`config.mk`:
```
export PLATFORM = sky130hd
export DESIGN_NAME = multicycle_ctrl
export DESIGN_NICKNAME = d
export VERILOG_FILES = /design/src/rtl/multicycle_ctrl.sv
export SDC_FILE = /design/constraint.sdc
export NUM_CORES = 1
export LEC_CHECK = 0
export ABC_AREA = 1
export CORE_MARGIN = 2
export CORE_UTILIZATION = 37
export DETAILED_ROUTE_END_ITERATION = 12
export PLACE_DENSITY = 0.77
export RECOVER_POWER = 25
export SETUP_SLACK_MARGIN = 0.5
export SLEW_MARGIN = 10
export SYNTH_ARGS = -nofsm -noshare
export SYNTH_HDL_FRONTEND = slang
export SYNTH_SLANG_ARGS = --single-unit
```
`constraint.sdc`:
```
create_clock -name clk -period 2 [get_ports clk]
set_input_delay 0.6 -clock clk [delete_from_list [all_inputs] [get_ports clk]]
set_output_delay 0.6 -clock clk [all_outputs]
set_load 0.05 [all_outputs]
```
`src/rtl/multicycle_ctrl.sv`:
```
// Main control FSM for the multicycle MIPS core: sequences the shared datapath
// over several cycles per instruction and stalls on the memory ready handshake.
module multicycle_ctrl (
    input  logic       clk,
    input  logic       rst_n,
    input  logic [5:0] op,
    input  logic       zero,
    input  logic       mem_ready,
    output logic       mem_req,
    output logic       memwrite,
    output logic       iord,
    output logic       irwrite,
    output logic       pcen,
    output logic [1:0] pcsrc,
    output logic       alusrca,
    output logic [1:0] alusrcb,
    output logic [1:0] aluop,
    output logic       regdst,
    output logic       memtoreg,
    output logic       regwrite,
    output logic       instr_done,
    output logic       illegal_op,
    output logic [3:0] state
);

    typedef enum logic [3:0] {
        StFetch   = 4'd0,
        StDecode  = 4'd1,
        StMemAdr  = 4'd2,
        StMemRd   = 4'd3,
        StMemWb   = 4'd4,
        StMemWr   = 4'd5,
        StExecute = 4'd6,
        StAluWb   = 4'd7,
        StBranch  = 4'd8,
        StAddiEx  = 4'd9,
        StAddiWb  = 4'd10,
        StJump    = 4'd11
    } state_t;

    localparam logic [5:0] OpRtype = 6'b000000;
    localparam logic [5:0] OpLw    = 6'b100011;
    localparam logic [5:0] OpSw    = 6'b101011;
    localparam logic [5:0] OpBeq   = 6'b000100;
    localparam logic [5:0] OpAddi  = 6'b001000;
    localparam logic [5:0] OpJ     = 6'b000010;

    state_t state_q, state_d;

    always_ff @(posedge clk or negedge rst_n) begin
        if (!rst_n) begin
            state_q <= StFetch;
        end else begin
            state_q <= state_d;
        end
    end

    always_comb begin
        state_d    = state_q;
        mem_req    = 1'b0;
        memwrite   = 1'b0;
        iord       = 1'b0;
        irwrite    = 1'b0;
        pcen       = 1'b0;
        pcsrc      = 2'b00;
        alusrca    = 1'b0;
        alusrcb    = 2'b00;
        aluop      = 2'b00;
        regdst     = 1'b0;
        memtoreg   = 1'b0;
        regwrite   = 1'b0;
        instr_done = 1'b0;
        illegal_op = 1'b0;

        case (state_q)
            StFetch: begin
                mem_req = 1'b1;
                alusrcb = 2'b01;
                irwrite = mem_ready;
                pcen    = mem_ready;
                if (mem_ready) state_d = StDecode;
            end
            StDecode: begin
                // Branch target is precomputed into ALUOut here.
                alusrcb = 2'b11;
                case (op)
                    OpLw, OpSw: state_d = StMemAdr;
                    OpRtype:    state_d = StExecute;
                    OpBeq:      state_d = StBranch;
                    OpAddi:     state_d = StAddiEx;
                    OpJ:        state_d = StJump;
                    default: begin
                        state_d    = StFetch;
                        illegal_op = 1'b1;
                        instr_done = 1'b1;
                    end
                endcase
            end
            StMemAdr: begin
                alusrca = 1'b1;
                alusrcb = 2'b10;
                state_d = (op == OpSw) ? StMemWr : StMemRd;
            end
            StMemRd: begin
                mem_req = 1'b1;
                iord    = 1'b1;
                if (mem_ready) state_d = StMemWb;
            end
            StMemWb: begin
                regwrite   = 1'b1;
                memtoreg   = 1'b1;
                instr_done = 1'b1;
                state_d    = StFetch;
            end
            StMemWr: begin
                mem_req    = 1'b1;
                iord       = 1'b1;
                memwrite   = 1'b1;
                instr_done = mem_ready;
                if (mem_ready) state_d = StFetch;
            end
            StExecute: begin
                alusrca = 1'b1;
                aluop   = 2'b10;
                state_d = StAluWb;
            end
            StAluWb: begin
                regwrite   = 1'b1;
                regdst     = 1'b1;
                instr_done = 1'b1;
                state_d    = StFetch;
            end
            StBranch: begin
                alusrca    = 1'b1;
                aluop      = 2'b01;
                pcsrc      = 2'b01;
                pcen       = zero;
                instr_done = 1'b1;
                state_d    = StFetch;
            end
            StAddiEx: begin
                alusrca = 1'b1;
                alusrcb = 2'b10;
                state_d = StAddiWb;
            end
            StAddiWb: begin
                regwrite   = 1'b1;
                instr_done = 1'b1;
                state_d    = StFetch;
            end
            StJump: begin
                pcsrc      = 2'b10;
                pcen       = 1'b1;
                instr_done = 1'b1;
                state_d    = StFetch;
            end
            default: state_d = StFetch;
        endcase

        // Strobes must be quiet during reset even though FETCH decodes mem_ready.
        if (!rst_n) begin
            irwrite    = 1'b0;
            pcen       = 1'b0;
            regwrite   = 1'b0;
            memwrite   = 1'b0;
            instr_done = 1'b0;
            illegal_op = 1'b0;
        end
    end

    assign state = state_q;

endmodule
```
==> impl_results.html, run 1 <==
<table>
<tr><th>Metric</th><th>Value</th></tr>
<tr><th colspan="2">Clock tree</th></tr>
<tr><td>Clock sinks</td><td>4</td></tr>
<tr><td>Setup Buffers After CTS</td><td>17</td></tr>
<tr><td>H-tree depth</td><td>1</td></tr>
<tr><td>CTS buffer count</td><td>3</td></tr>
<tr><td>Hold bufs inserted after CTS</td><td>0</td></tr>
<tr><td>Root buffer cell</td><td>sky130_fd_sc_hd__clkbuf_4</td></tr>
<tr><td>Clock buffer depth</td><td>2</td></tr>
<tr><td>Number of resized instances in the post-cts repair step</td><td>95</td></tr>
<tr><th colspan="2">Yosys</th></tr>
<tr><td>Synthesized netlist cell count</td><td>approximately 100</td></tr>
<tr><td>Syn_area_per_cell</td><td>roughly 5.5 um^2</td></tr>
<tr><td>Ranking of synthesized cells by area</td><td>sky130_fd_sc_hd__dfrtp_1, sky130_fd_sc_hd__nand2_1, sky130_fd_sc_hd__nor2_1, sky130_fd_sc_hd__inv_1, sky130_fd_sc_hd__nand3_1</td></tr>
<tr><td>Portion of synthesized cell area occupied by the leading cell type</td><td>0.178</td></tr>
<tr><td>Synthesized flop and latch total</td><td>4</td></tr>
<tr><td>Post-Synthesis Net Count</td><td>112</td></tr>
<tr><td>Cell type with the largest total area after synthesis</td><td>sky130_fd_sc_hd__dfrtp_1</td></tr>
<tr><td>Sequential fraction of the synthesis area</td><td>0.178</td></tr>
<tr><td>Distinct cells, synth</td><td>17</td></tr>
<tr><td>Post-Synthesis Cell Area</td><td>~560 um^2</td></tr>
<tr><td>Synth Warn #</td><td>0</td></tr>
<tr><th colspan="2">Die</th></tr>
<tr><td>Starting utilization of the core area</td><td>0.383</td></tr>
<tr><td>Horizontal die dimension</td><td>43.0 um</td></tr>
<tr><td>Number of top-level design ports</td><td>31</td></tr>
<tr><td>Number of cell rows</td><td>14</td></tr>
<tr><td>Height of the die</td><td>43.0 um</td></tr>
<tr><th colspan="2">Place</th></tr>
<tr><td>Pre-CTS setup slack</td><td>-0.777 ns</td></tr>
<tr><td>DP HPWL</td><td>around 2400 um</td></tr>
<tr><td>RePlAce Congestion</td><td>0.822</td></tr>
<tr><td>Total of buffers placed on input and output ports</td><td>30</td></tr>
<tr><th colspan="2">Outcome</th></tr>
<tr><td>Err</td><td>[ERROR DPL-0038] Utilization greater than 100%, impossible to legalize</td></tr>
<tr><td>Last stage the flow got to</td><td>clock tree synthesis (4_1_cts)</td></tr>
<tr><td>Status</td><td>aborted with a tool error</td></tr>
</table>
[Yosys cell counts]
cell and count:
sky130_fd_sc_hd__nor2_2 2, sky130_fd_sc_hd__nand3b_1 1, sky130_fd_sc_hd__nor3_2 1, sky130_fd_sc_hd__dfrtp_1 4, sky130_fd_sc_hd__inv_1 16, sky130_fd_sc_hd__nor2_4 3, sky130_fd_sc_hd__a21oi_1 4, sky130_fd_sc_hd__o21ai_0 4
sky130_fd_sc_hd__inv_2 5, sky130_fd_sc_hd__nand3_1 8, sky130_fd_sc_hd__nor3_1 2, sky130_fd_sc_hd__nand2_1 25, sky130_fd_sc_hd__nand4_1 3, sky130_fd_sc_hd__nor2_1 17, sky130_fd_sc_hd__nand3_2 2, sky130_fd_sc_hd__nand2_2 4
sky130_fd_sc_hd__o221ai_1 1
[stage by stage]
step,std cells,util,cell area (um^2)
after detailed placement,168,0.948,1400
after global placement,168,0.948,1400
after floorplan,102,-,727
[logic make-up after synthesis]
kind of cell / Yosys count / share of synthesized area
flip-flops: 4 / 0.178
AO/OA/AOI/OAI: 9 / 0.0867
buffers and inverters: 21 / 0.140
AND/OR/NAND/NOR: 68 / 0.596
==> run 2, diff against run 1 <==
CORE_AREA = 2 2 63 65   (was unset)
CORE_MARGIN = unset   (was 2)
CORE_UTILIZATION = unset   (was 37)
DIE_AREA = 0 0 65 67   (was unset)
PLACE_DENSITY = unset   (was 0.77)
PLACE_DENSITY_LB_ADDON = 0.15   (was unset)
SETUP_SLACK_MARGIN = unset   (was 0.5)
==> impl_results.html, run 2 <==
<table>
<tr><th>Metric</th><th>Value</th></tr>
<tr><th colspan="2">Yosys</th></tr>
<tr><td>Post-Synthesis Net Count</td><td>112 (unchanged)</td></tr>
<tr><td>Portion of synthesized cell area occupied by the leading cell type</td><td>0.178 (unchanged)</td></tr>
<tr><td>Main combinational cell family by area after synthesis</td><td>simple AND/OR/NAND/NOR gates</td></tr>
<tr><td>Predominant post-synthesis flop cell</td><td>sky130_fd_sc_hd__dfrtp_1</td></tr>
<tr><td>Cell type with the largest total area after synthesis</td><td>sky130_fd_sc_hd__dfrtp_1</td></tr>
<tr><td>Synth Warn #</td><td>0 (unchanged)</td></tr>
<tr><td>Number of enable flip-flop cells after synthesis</td><td>0 (unchanged)</td></tr>
<tr><td>Sequential fraction of the synthesis area</td><td>0.178 (unchanged)</td></tr>
<tr><td>Share of synthesized registers carrying an async set or reset</td><td>1.00 (unchanged)</td></tr>
<tr><td>Syn_area_per_cell</td><td>5.52 um^2 (unchanged)</td></tr>
<tr><td>Post-Synthesis Cell Area</td><td>563 um^2 (unchanged)</td></tr>
<tr><td>Ranking of synthesized cells by area</td><td>sky130_fd_sc_hd__dfrtp_1, sky130_fd_sc_hd__nand2_1, sky130_fd_sc_hd__nor2_1, sky130_fd_sc_hd__inv_1, sky130_fd_sc_hd__nand3_1</td></tr>
<tr><td>Cell with the most instances after synthesis</td><td>sky130_fd_sc_hd__nand2_1</td></tr>
<tr><td>Fraction of the mapped netlist area in compound gates</td><td>0.0867 (unchanged)</td></tr>
<tr><td>Synthesized netlist cell count</td><td>102 (unchanged)</td></tr>
<tr><td>Area fraction in and, or, nand and nor cells after synthesis</td><td>0.596 (unchanged)</td></tr>
<tr><td>Ranking of synthesized cells by instance count</td><td>sky130_fd_sc_hd__nand2_1, sky130_fd_sc_hd__nor2_1, sky130_fd_sc_hd__inv_1</td></tr>
<tr><td>Multiplexer share of the synthesized area</td><td>0 (unchanged)</td></tr>
<tr><td>Adder-Cell Fraction of Synth Area</td><td>0 (unchanged)</td></tr>
<tr><td>Xor-xnor portion of the synthesized cell area</td><td>0 (unchanged)</td></tr>
<tr><td>Synthesized flop and latch total</td><td>4 (unchanged)</td></tr>
<tr><td>Distinct cells, synth</td><td>17 (unchanged)</td></tr>
<tr><th colspan="2">STA</th></tr>
<tr><td>Final critical-path setup slack</td><td>-0.147 ns</td></tr>
<tr><td>Portion of the clock cycle consumed by the worst path in the final layout</td><td>1.07</td></tr>
<tr><td>Final Setup Violations</td><td>9</td></tr>
<tr><td>Final Hold Violating Endpoints</td><td>0</td></tr>
<tr><td>Highest achievable clock rate</td><td>0.466 GHz</td></tr>
<tr><td>Minimum clock period</td><td>roughly 2.1 ns</td></tr>
<tr><td>RSZ-0062 raised after global routing</td><td>true</td></tr>
<tr><td>Max transition margin</td><td>0.846</td></tr>
<tr><td>Worst hold slack</td><td>0.477 ns</td></tr>
<tr><td>Setup clock skew after layout</td><td>0.00126 ns</td></tr>
<tr><td>Slew Limit Fails</td><td>0</td></tr>
<tr><td>Worst Max-Slew Pin Slew</td><td>0.231 ns</td></tr>
<tr><th colspan="2">Power and ir drop</th></tr>
<tr><td>Internal Dissipation</td><td>0.00107 W</td></tr>
<tr><td>Clock network fraction of design power</td><td>0.078</td></tr>
<tr><td>Psw</td><td>0.00112 W</td></tr>
<tr><td>Power after layout</td><td>0.00219 W</td></tr>
<tr><td>Standby leakage power</td><td>0.877 nW</td></tr>
<tr><td>Pwr per Cell Area</td><td>1230 nW/um^2</td></tr>
<tr><td>Reg power frac</td><td>0.076</td></tr>
<tr><td>Fraction of power spent switching nets</td><td>0.510</td></tr>
<tr><td>IR Drop Worst-Case VDD</td><td>0.306 mV</td></tr>
<tr><td>Combinational group share of total power</td><td>0.846</td></tr>
<tr><th colspan="2">Clock tree</th></tr>
<tr><td>Clock buffer depth</td><td>2 (unchanged)</td></tr>
<tr><td>Clock-pin slew reported for the worst setup and hold paths after clock tree synthesis</td><td>0.03 ns</td></tr>
<tr><td>Hold bufs inserted after CTS</td><td>0 (unchanged)</td></tr>
<tr><td>Root buffer cell</td><td>sky130_fd_sc_hd__clkbuf_8</td></tr>
<tr><td>TritonCTS clock tree</td><td>built</td></tr>
<tr><td>Clock sinks</td><td>4 (unchanged)</td></tr>
<tr><td>H-tree depth</td><td>1 (unchanged)</td></tr>
<tr><td>Later-pin clock latency in the skew report</td><td>0.22 ns</td></tr>
<tr><td>CTS buffer count</td><td>3 (unchanged)</td></tr>
<tr><th colspan="2">Critical path</th></tr>
<tr><td>Critical Path Start</td><td>op[1]</td></tr>
<tr><td>Max stage delay on crit path</td><td>0.16 ns</td></tr>
<tr><td>Number of cell instances on the worst register-to-register path</td><td>11</td></tr>
<tr><td>Reg-to-reg endpoint</td><td>state[2]</td></tr>
<tr><td>Crit. End Element</td><td>output port</td></tr>
<tr><td>Reg2reg setup slack</td><td>around 0.5 ns</td></tr>
<tr><td>CP dominant cell by count</td><td>sky130_fd_sc_hd__nor2_4</td></tr>
<tr><td>Reg2Reg Launch Point</td><td>state[2]</td></tr>
<tr><td>Crit path max-delay cell type</td><td>sky130_fd_sc_hd__a21oi_4</td></tr>
<tr><td>Signal arrival time at the worst endpoint</td><td>1.55 ns</td></tr>
<tr><td>Critical Path End</td><td>instr_done</td></tr>
<tr><td>Crit-path cells</td><td>buf_8 &gt; buf_6 &gt; inv_8 &gt; nor2_4 &gt; nand3_2 &gt; nand2_2 &gt; nor2_4 &gt; nand3_4 &gt; a21oi_4 &gt; buf_12</td></tr>
<tr><td>Data required time at the worst endpoint</td><td>roughly 1.4 ns</td></tr>
<tr><td>Sort of element at the start of the critical path</td><td>input port</td></tr>
<tr><td>Critical path fanouts, max</td><td>3</td></tr>
<tr><td>Type of the setup path with the least slack</td><td>input port to output port</td></tr>
<tr><th colspan="2">Cells and area</th></tr>
<tr><td>Area Overhead vs Synth</td><td>216%</td></tr>
<tr><td>Reg area</td><td>108 um^2</td></tr>
<tr><td>Cell area after layout</td><td>1780 um^2</td></tr>
<tr><td>Commonest cells after routing, fill and taps aside</td><td>sky130_fd_sc_hd__buf_4, sky130_fd_sc_hd__buf_12, sky130_fd_sc_hd__nand2_2, sky130_fd_sc_hd__nand2_1, sky130_fd_sc_hd__nor2_4</td></tr>
<tr><td>Layout cells sized above 1</td><td>0.781</td></tr>
<tr><td>Total number of nets in the final design</td><td>199</td></tr>
<tr><td># diodes</td><td>0</td></tr>
<tr><td>Number of flip-flops in the largest register</td><td>4</td></tr>
<tr><td>Multi-input gate area</td><td>589 um^2</td></tr>
<tr><td>Fillers</td><td>333</td></tr>
<tr><td>Most common library cell in the layout ignoring fill and taps</td><td>sky130_fd_sc_hd__buf_4</td></tr>
<tr><td>Post-Route Utilization</td><td>0.494</td></tr>
<tr><th colspan="2">Outcome</th></tr>
<tr><td>Status</td><td>finished with violations</td></tr>
<tr><td>Violations in the final reports</td><td>setup timing</td></tr>
<tr><th colspan="2">Die</th></tr>
<tr><td>Height of the die</td><td>67 um (+56%)</td></tr>
<tr><td>Std-Cell Core Area</td><td>approximately 3600 um^2</td></tr>
<tr><td>Horizontal die dimension</td><td>65 um (+51%)</td></tr>
<tr><td>Die area</td><td>approximately 4400 um^2</td></tr>
<tr><td>Number of cell rows</td><td>22 (+8)</td></tr>
<tr><td>Number of top-level design ports</td><td>31 (unchanged)</td></tr>
<tr><td>Starting utilization of the core area</td><td>0.156 (-0.227)</td></tr>
<tr><th colspan="2">Hold path</th></tr>
<tr><td>Hold Path Class</td><td>input port to asynchronous set/reset pin</td></tr>
<tr><th colspan="2">Place</th></tr>
<tr><td>Cell area reported after detailed placement</td><td>1300 um^2 (-6.8%)</td></tr>
<tr><td>DP HPWL</td><td>1710 um (-28%)</td></tr>
<tr><td>Total of buffers placed on input and output ports</td><td>30 (unchanged)</td></tr>
<tr><td>Pre-CTS setup slack</td><td>-0.648 ns (+0.130 ns)</td></tr>
<tr><td>RePlAce Congestion</td><td>0.823 (+0.17%)</td></tr>
<tr><th colspan="2">Detailed routing</th></tr>
<tr><td>Number of vias per cell after detailed routing</td><td>around 4.1</td></tr>
<tr><td>Initial DRC count</td><td>19</td></tr>
<tr><td>DRC violations left</td><td>0</td></tr>
<tr><td>Final WL</td><td>2590 um</td></tr>
<tr><td>DRT antenna net count</td><td>0</td></tr>
<tr><td>Total via count in the routed design</td><td>roughly 970</td></tr>
<tr><td>Pre-antenna DRT Iters</td><td>4</td></tr>
<tr><td>Detail-routed net length per standard cell</td><td>between 10 and 15 um</td></tr>
<tr><th colspan="2">Global routing</th></tr>
<tr><td>Gr ovfl total</td><td>0</td></tr>
<tr><td>First-pass GRT wire length</td><td>4370 um</td></tr>
<tr><td>Maximum number of pins on one net before global-route repair</td><td>7</td></tr>
<tr><td>Via count of the first global-routing pass</td><td>1,017</td></tr>
<tr><td>GRT Util Overall</td><td>0.129</td></tr>
<tr><td>Antenna violations before repair</td><td>0</td></tr>
<tr><th colspan="2">Job</th></tr>
<tr><td>Number of violations of the max-capacitance limit</td><td>0</td></tr>
</table>
-- run 2: cell counts after synthesis --
No cell type changed its count.
-- run 2: worst min-delay path by stage --
stage,slack (ns),to
finish,0.48,state[0]
global route,0.49,state[3]
CTS,0.48,state[0]
detailed placement,0.72,state[2]
global placement,0.72,state[2]
floorplan,0.30,state[0]
-- run 2: layout make-up --
cell class	count	share of cell area
tap	48	0.0337
inverter	21	0.0548
multi-input combinational	77	0.331
timing repair buffer	82	0.497
clock buffer	3	0.0232
sequential	4	0.0604
-- run 2: critical path, delay by kind of cell --
kind / cells / cell delay, ns
AND/OR/NAND/NOR: 5 / 0.38
buffers and inverters: 4 / 0.41
AO/OA/AOI/OAI: 1 / 0.16
-- run 2: metrics by stage --
| step | cells | TNS, ns |
|---|---|---|
| floorplan | 102 | -0.0473 |
| global placement | 195 | -2.14 |
| detailed placement | 195 | -2.18 |
| CTS | 232 | -0.651 |
| global route | 235 | -1.44 |
| finish | 235 | -0.585 |
-- run 2: what timing repair did --
item | CTS | global route
gates resized for setup | 64 | 23
setup endpoints to repair | 10 | 14
setup buffers | 36 | 9
pin swaps | 16 | 14
-- run 2: power by group through the flow --
stage          Sequential [W]  Combinational (W)  Clock [W]
4_1_cts              0.000161            0.00178   0.000176
3_5_place_dp         0.000178            0.00159          0
6_report             0.000167            0.00185   0.000171
3_3_place_gp         0.000178            0.00159          0
5_1_grt              0.000175            0.00196   0.000179
2_1_floorplan        0.000256           0.000792          0
-- run 2: routing by layer --
layer | part of all wire | global-route usage
met1 | 0.35 | 0.137
met2 | 0.59 | 0.256
met3 | 0.052 | 0.0169
met4 | 0.010 | 0.0479
met5 | 0 | 0
-- run 2: logic make-up (layout without fill, tap and decap cells) --
logic type	after synthesis	after routing
simple gates	68	68
buf+inv	21	106
compound gates	9	9
flops	4	4
Power figures use the tool's default switching activity.
==> run 3, diff against run 2 <==
GPL_ROUTABILITY_DRIVEN = 0   (was unset)
==> results of run 3 <==
Same layout as run 2: the final DEF is identical, and so are final timing and power.
==> run 4, diff against run 3 <==
ABC_AREA = unset   (was 1)
CTS_CLUSTER_SIZE = 30   (was unset)
==> impl_results.html, run 4 <==
<table>
<tr><th>Metric</th><th>Value</th></tr>
<tr><th colspan="2">Yosys</th></tr>
<tr><td>Synth Warn #</td><td>0 (unchanged)</td></tr>
<tr><td>Portion of synthesized cell area occupied by the leading cell type</td><td>0.174 (-0.00424)</td></tr>
<tr><td>Share of synthesized registers carrying an async set or reset</td><td>1.00 (unchanged)</td></tr>
<tr><td>Synthesized flop and latch total</td><td>4 (unchanged)</td></tr>
<tr><td>Cell with the most instances after synthesis</td><td>sky130_fd_sc_hd__nor3_1</td></tr>
<tr><td>Syn_area_per_cell</td><td>6.71 um^2 (+22%)</td></tr>
<tr><td>Sequential fraction of the synthesis area</td><td>0.174 (-0.00424)</td></tr>
<tr><td>Distinct cells, synth</td><td>31 (+14)</td></tr>
<tr><td>Ranking of synthesized cells by area</td><td>sky130_fd_sc_hd__dfrtp_1, sky130_fd_sc_hd__nor3_1, sky130_fd_sc_hd__nor2b_1, sky130_fd_sc_hd__nor2_1, sky130_fd_sc_hd__a21oi_1</td></tr>
<tr><td>Post-Synthesis Net Count</td><td>96 (-14%)</td></tr>
<tr><td>Synthesized netlist cell count</td><td>86 (-16%)</td></tr>
<tr><td>Predominant post-synthesis flop cell</td><td>sky130_fd_sc_hd__dfrtp_1</td></tr>
<tr><td>Number of enable flip-flop cells after synthesis</td><td>0 (unchanged)</td></tr>
<tr><td>Ranking of synthesized cells by instance count</td><td>sky130_fd_sc_hd__nor3_1, sky130_fd_sc_hd__nor2_1, sky130_fd_sc_hd__nor2b_1</td></tr>
<tr><td>Post-Synthesis Cell Area</td><td>577 um^2 (+2.4%)</td></tr>
<tr><td>Cell type with the largest total area after synthesis</td><td>sky130_fd_sc_hd__dfrtp_1</td></tr>
<tr><th colspan="2">Critical path</th></tr>
<tr><td>Signal arrival time at the worst endpoint</td><td>1.59 ns (+0.04 ns)</td></tr>
<tr><td>Crit path max-delay cell type</td><td>sky130_fd_sc_hd__and4_4</td></tr>
<tr><td>Crit. End Element</td><td>output port</td></tr>
<tr><td>Max stage delay on crit path</td><td>0.22 ns (+0.06 ns)</td></tr>
<tr><td>Type of the setup path with the least slack</td><td>input port to output port</td></tr>
<tr><td>Worst path bufs/invs</td><td>2 (-2)</td></tr>
<tr><td>Number of cell instances on the worst register-to-register path</td><td>7 (-4)</td></tr>
<tr><td>Crit-path cells</td><td>buf_2 &gt; nor3_4 &gt; o211ai_1 &gt; and4_4 &gt; a31o_4 &gt; buf_12</td></tr>
<tr><td>Data required time at the worst endpoint</td><td>1.40 ns (about the same)</td></tr>
<tr><td>Reg-to-reg endpoint</td><td>state[2]</td></tr>
<tr><td>Sort of element at the start of the critical path</td><td>input port</td></tr>
<tr><td>Family with the most delay on the worst path</td><td>simple AND/OR/NAND/NOR gates</td></tr>
<tr><td>Reg2reg setup slack</td><td>0.08 ns (-0.43 ns)</td></tr>
<tr><td>Reg2Reg Launch Point</td><td>state[1]</td></tr>
<tr><td>Critical path fanouts, max</td><td>5 (+2)</td></tr>
<tr><th colspan="2">Outcome</th></tr>
<tr><td>Violations in the final reports</td><td>setup timing</td></tr>
<tr><td>Status</td><td>finished with violations</td></tr>
<tr><th colspan="2">Cells and area</th></tr>
<tr><td>Fillers</td><td>321 (-3.6%)</td></tr>
<tr><td>Commonest cells after routing, fill and taps aside</td><td>sky130_fd_sc_hd__buf_4, sky130_fd_sc_hd__buf_12, sky130_fd_sc_hd__buf_6, sky130_fd_sc_hd__nor3_4, sky130_fd_sc_hd__nor2b_1</td></tr>
<tr><td>Reg area</td><td>105 um^2 (-2.3%)</td></tr>
<tr><td>Total number of nets in the final design</td><td>179 (-10%)</td></tr>
<tr><td>Final std cells w/o fill</td><td>215 (-8.5%)</td></tr>
<tr><td>Layout cells sized above 1</td><td>0.760 (-0.0203)</td></tr>
<tr><td>Area Overhead vs Synth</td><td>232%</td></tr>
<tr><td>Multi-input gate area</td><td>729 um^2 (+24%)</td></tr>
<tr><td>Cell area after layout</td><td>1920 um^2 (+7.5%)</td></tr>
<tr><td>Most common library cell in the layout ignoring fill and taps</td><td>sky130_fd_sc_hd__buf_4</td></tr>
<tr><td># diodes</td><td>0 (unchanged)</td></tr>
<tr><td>Number of flip-flops in the largest register</td><td>4 (unchanged)</td></tr>
<tr><th colspan="2">STA</th></tr>
<tr><td>Slew Limit Fails</td><td>0 (unchanged)</td></tr>
<tr><td>Setup clock skew after layout</td><td>0.00102 ns (-0.000245 ns)</td></tr>
<tr><td>RSZ-0062 raised after global routing</td><td>true</td></tr>
<tr><td>Worst hold slack</td><td>0.541 ns (+0.0640 ns)</td></tr>
<tr><td>Final critical-path setup slack</td><td>-0.189 ns (-0.0421 ns)</td></tr>
<tr><td>Minimum clock period</td><td>2.19 ns (+0.0421 ns)</td></tr>
<tr><td>Final Hold Violating Endpoints</td><td>0 (unchanged)</td></tr>
<tr><td>Final Setup Violations</td><td>10 (+1)</td></tr>
<tr><td>Highest achievable clock rate</td><td>0.457 GHz (-1.9%)</td></tr>
<tr><td>Portion of the clock cycle consumed by the worst path in the final layout</td><td>1.09 (+0.0210)</td></tr>
<tr><td>Worst Max-Slew Pin Slew</td><td>0.337 ns (+0.106 ns)</td></tr>
<tr><td>Max transition margin</td><td>0.772 (-0.0735)</td></tr>
<tr><th colspan="2">Detailed routing</th></tr>
<tr><td>DRT antenna net count</td><td>0 (unchanged)</td></tr>
<tr><td>Initial DRC count</td><td>18 (-1)</td></tr>
<tr><td>Final WL</td><td>2950 um (+14%)</td></tr>
<tr><td>Detail-routed net length per standard cell</td><td>13.7 um (+24%)</td></tr>
<tr><td>Total via count in the routed design</td><td>950 (-1.6%)</td></tr>
<tr><td>Pre-antenna DRT Iters</td><td>4 (unchanged)</td></tr>
<tr><td>DRC violations left</td><td>0 (unchanged)</td></tr>
<tr><td>Number of vias per cell after detailed routing</td><td>4.42 (+7.6%)</td></tr>
<tr><th colspan="2">Global routing</th></tr>
<tr><td>Via count of the first global-routing pass</td><td>946 (-7.0%)</td></tr>
<tr><td>Maximum number of pins on one net before global-route repair</td><td>9 (+2)</td></tr>
<tr><td>Antenna violations before repair</td><td>0 (unchanged)</td></tr>
<tr><td>GRT Util Overall</td><td>0.142 (+0.0128)</td></tr>
<tr><td>Gr ovfl total</td><td>0 (unchanged)</td></tr>
<tr><td>First-pass GRT wire length</td><td>4620 um (+5.7%)</td></tr>
<tr><th colspan="2">Die</th></tr>
<tr><td>Die area</td><td>4360 um^2 (unchanged)</td></tr>
<tr><td>Height of the die</td><td>67 um (unchanged)</td></tr>
<tr><td>Std-Cell Core Area</td><td>3610 um^2 (unchanged)</td></tr>
<tr><td>Number of top-level design ports</td><td>31 (unchanged)</td></tr>
<tr><td>Number of cell rows</td><td>22 (unchanged)</td></tr>
<tr><td>Starting utilization of the core area</td><td>0.160 (+0.00382)</td></tr>
<tr><td>Horizontal die dimension</td><td>65 um (unchanged)</td></tr>
<tr><th colspan="2">Clock tree</th></tr>
<tr><td>H-tree depth</td><td>1 (unchanged)</td></tr>
<tr><td>Clock-pin slew reported for the worst setup and hold paths after clock tree synthesis</td><td>0.03 ns (about the same)</td></tr>
<tr><td>Clock buffer depth</td><td>2 (unchanged)</td></tr>
<tr><td>CTS buffer count</td><td>3 (unchanged)</td></tr>
<tr><td>TritonCTS clock tree</td><td>built</td></tr>
<tr><td>Hold bufs inserted after CTS</td><td>0 (unchanged)</td></tr>
<tr><td>Clock sinks</td><td>4 (unchanged)</td></tr>
<tr><td>Later-pin clock latency in the skew report</td><td>0.21 ns (about the same)</td></tr>
<tr><td>Root buffer cell</td><td>sky130_fd_sc_hd__clkbuf_8</td></tr>
<tr><th colspan="2">Power and ir drop</th></tr>
<tr><td>Standby leakage power</td><td>0.785 nW (-11%)</td></tr>
<tr><td>IR Drop Worst-Case VDD</td><td>0.442 mV (+44%)</td></tr>
<tr><td>Pwr per Cell Area</td><td>1260 nW/um^2 (+2.6%)</td></tr>
<tr><td>Power after layout</td><td>0.00242 W (+10%)</td></tr>
<tr><th colspan="2">Job</th></tr>
<tr><td>Number of violations of the max-capacitance limit</td><td>0 (unchanged)</td></tr>
<tr><th colspan="2">Place</th></tr>
<tr><td>DP HPWL</td><td>1960 um (+15%)</td></tr>
<tr><td>Pre-CTS setup slack</td><td>-0.618 ns (+0.0298 ns)</td></tr>
<tr><td>Cell area reported after detailed placement</td><td>1500 um^2 (+15%)</td></tr>
<tr><td>Total of buffers placed on input and output ports</td><td>30 (unchanged)</td></tr>
<tr><td>Cells after DPL</td><td>189 (-3.1%)</td></tr>
<tr><th colspan="2">Hold path</th></tr>
<tr><td>Hold Path Class</td><td>input port to asynchronous set/reset pin</td></tr>
</table>
run 4: cell types whose count changed after synthesis, moves of 4 or more:
cell / before / now
sky130_fd_sc_hd__inv_1: 16 / 1
sky130_fd_sc_hd__nand2b_1: 0 / 4
sky130_fd_sc_hd__nor2_1: 17 / 9
sky130_fd_sc_hd__nand3_1: 8 / 3
sky130_fd_sc_hd__nand2_2: 4 / 0
sky130_fd_sc_hd__clkbuf_1: 0 / 4
sky130_fd_sc_hd__inv_2: 5 / 0
sky130_fd_sc_hd__nor2b_1: 0 / 7
sky130_fd_sc_hd__nor3_1: 2 / 12
sky130_fd_sc_hd__nand2_1: 25 / 3
run 4: how the worst max path moves through the flow:
stage / to / cells after the start / startpoint
floorplan: alusrcb[1] / 4 / state[1]
global placement: instr_done / 6 / op[1]
detailed placement: instr_done / 6 / op[0]
CTS: instr_done / 6 / op[3]
global route: pcen / 5 / state[0]
finish: instr_done / 6 / op[5]
run 4: layer usage:
metal,up-vias,share of wire,track usage
met5,-,0,0
met4,0,0.012,0.0559
met3,2,0.018,0.0169
met2,14,0.55,0.255
met1,453,0.42,0.171
li1,481,-,-
run 4: cell families after synthesis:
kind of cell / Yosys count / synth area share
compound gates: 21 / 0.230
flops: 4 / 0.174
mux: 1 / 0.0195
buf+inv: 8 / 0.0694
xor+xnor: 3 / 0.0456
simple gates: 49 / 0.462
run 4: through the flow:
step	setup TNS [ns]	utilization
final	-1.04	0.531
after global routing	-1.71	0.531
after CTS	-1.15	0.495
after detailed placement	-2.98	0.415
after global placement	-2.94	0.415
after floorplan	-1.90	-
run 4: layout make-up:
| type | instances | share of cell area |
|---|---|---|
| clock buffer | 3 | 0.0216 |
| inverter | 1 | 0.00196 |
| timing repair buffer | 85 | 0.509 |
| tap | 48 | 0.0314 |
| multi-input combinational | 74 | 0.381 |
| sequential | 4 | 0.0549 |
run 4: report_power, final:
part           leakage, nW  total, W  switching (W)  internal, W
sequential          0.0473  0.000170      0.0000626     0.000107
combinational        0.716   0.00208       0.000991      0.00109
clock               0.0216  0.000166      0.0000381     0.000128
run 4: what timing repair did:
action / CTS / global route
gates resized for setup: 72 / 24
pin swaps: 11 / 12
endpoints found under the setup margin: 17 / 14
endpoints found under the hold margin: 0 / 0
setup buffers: 16 / 8
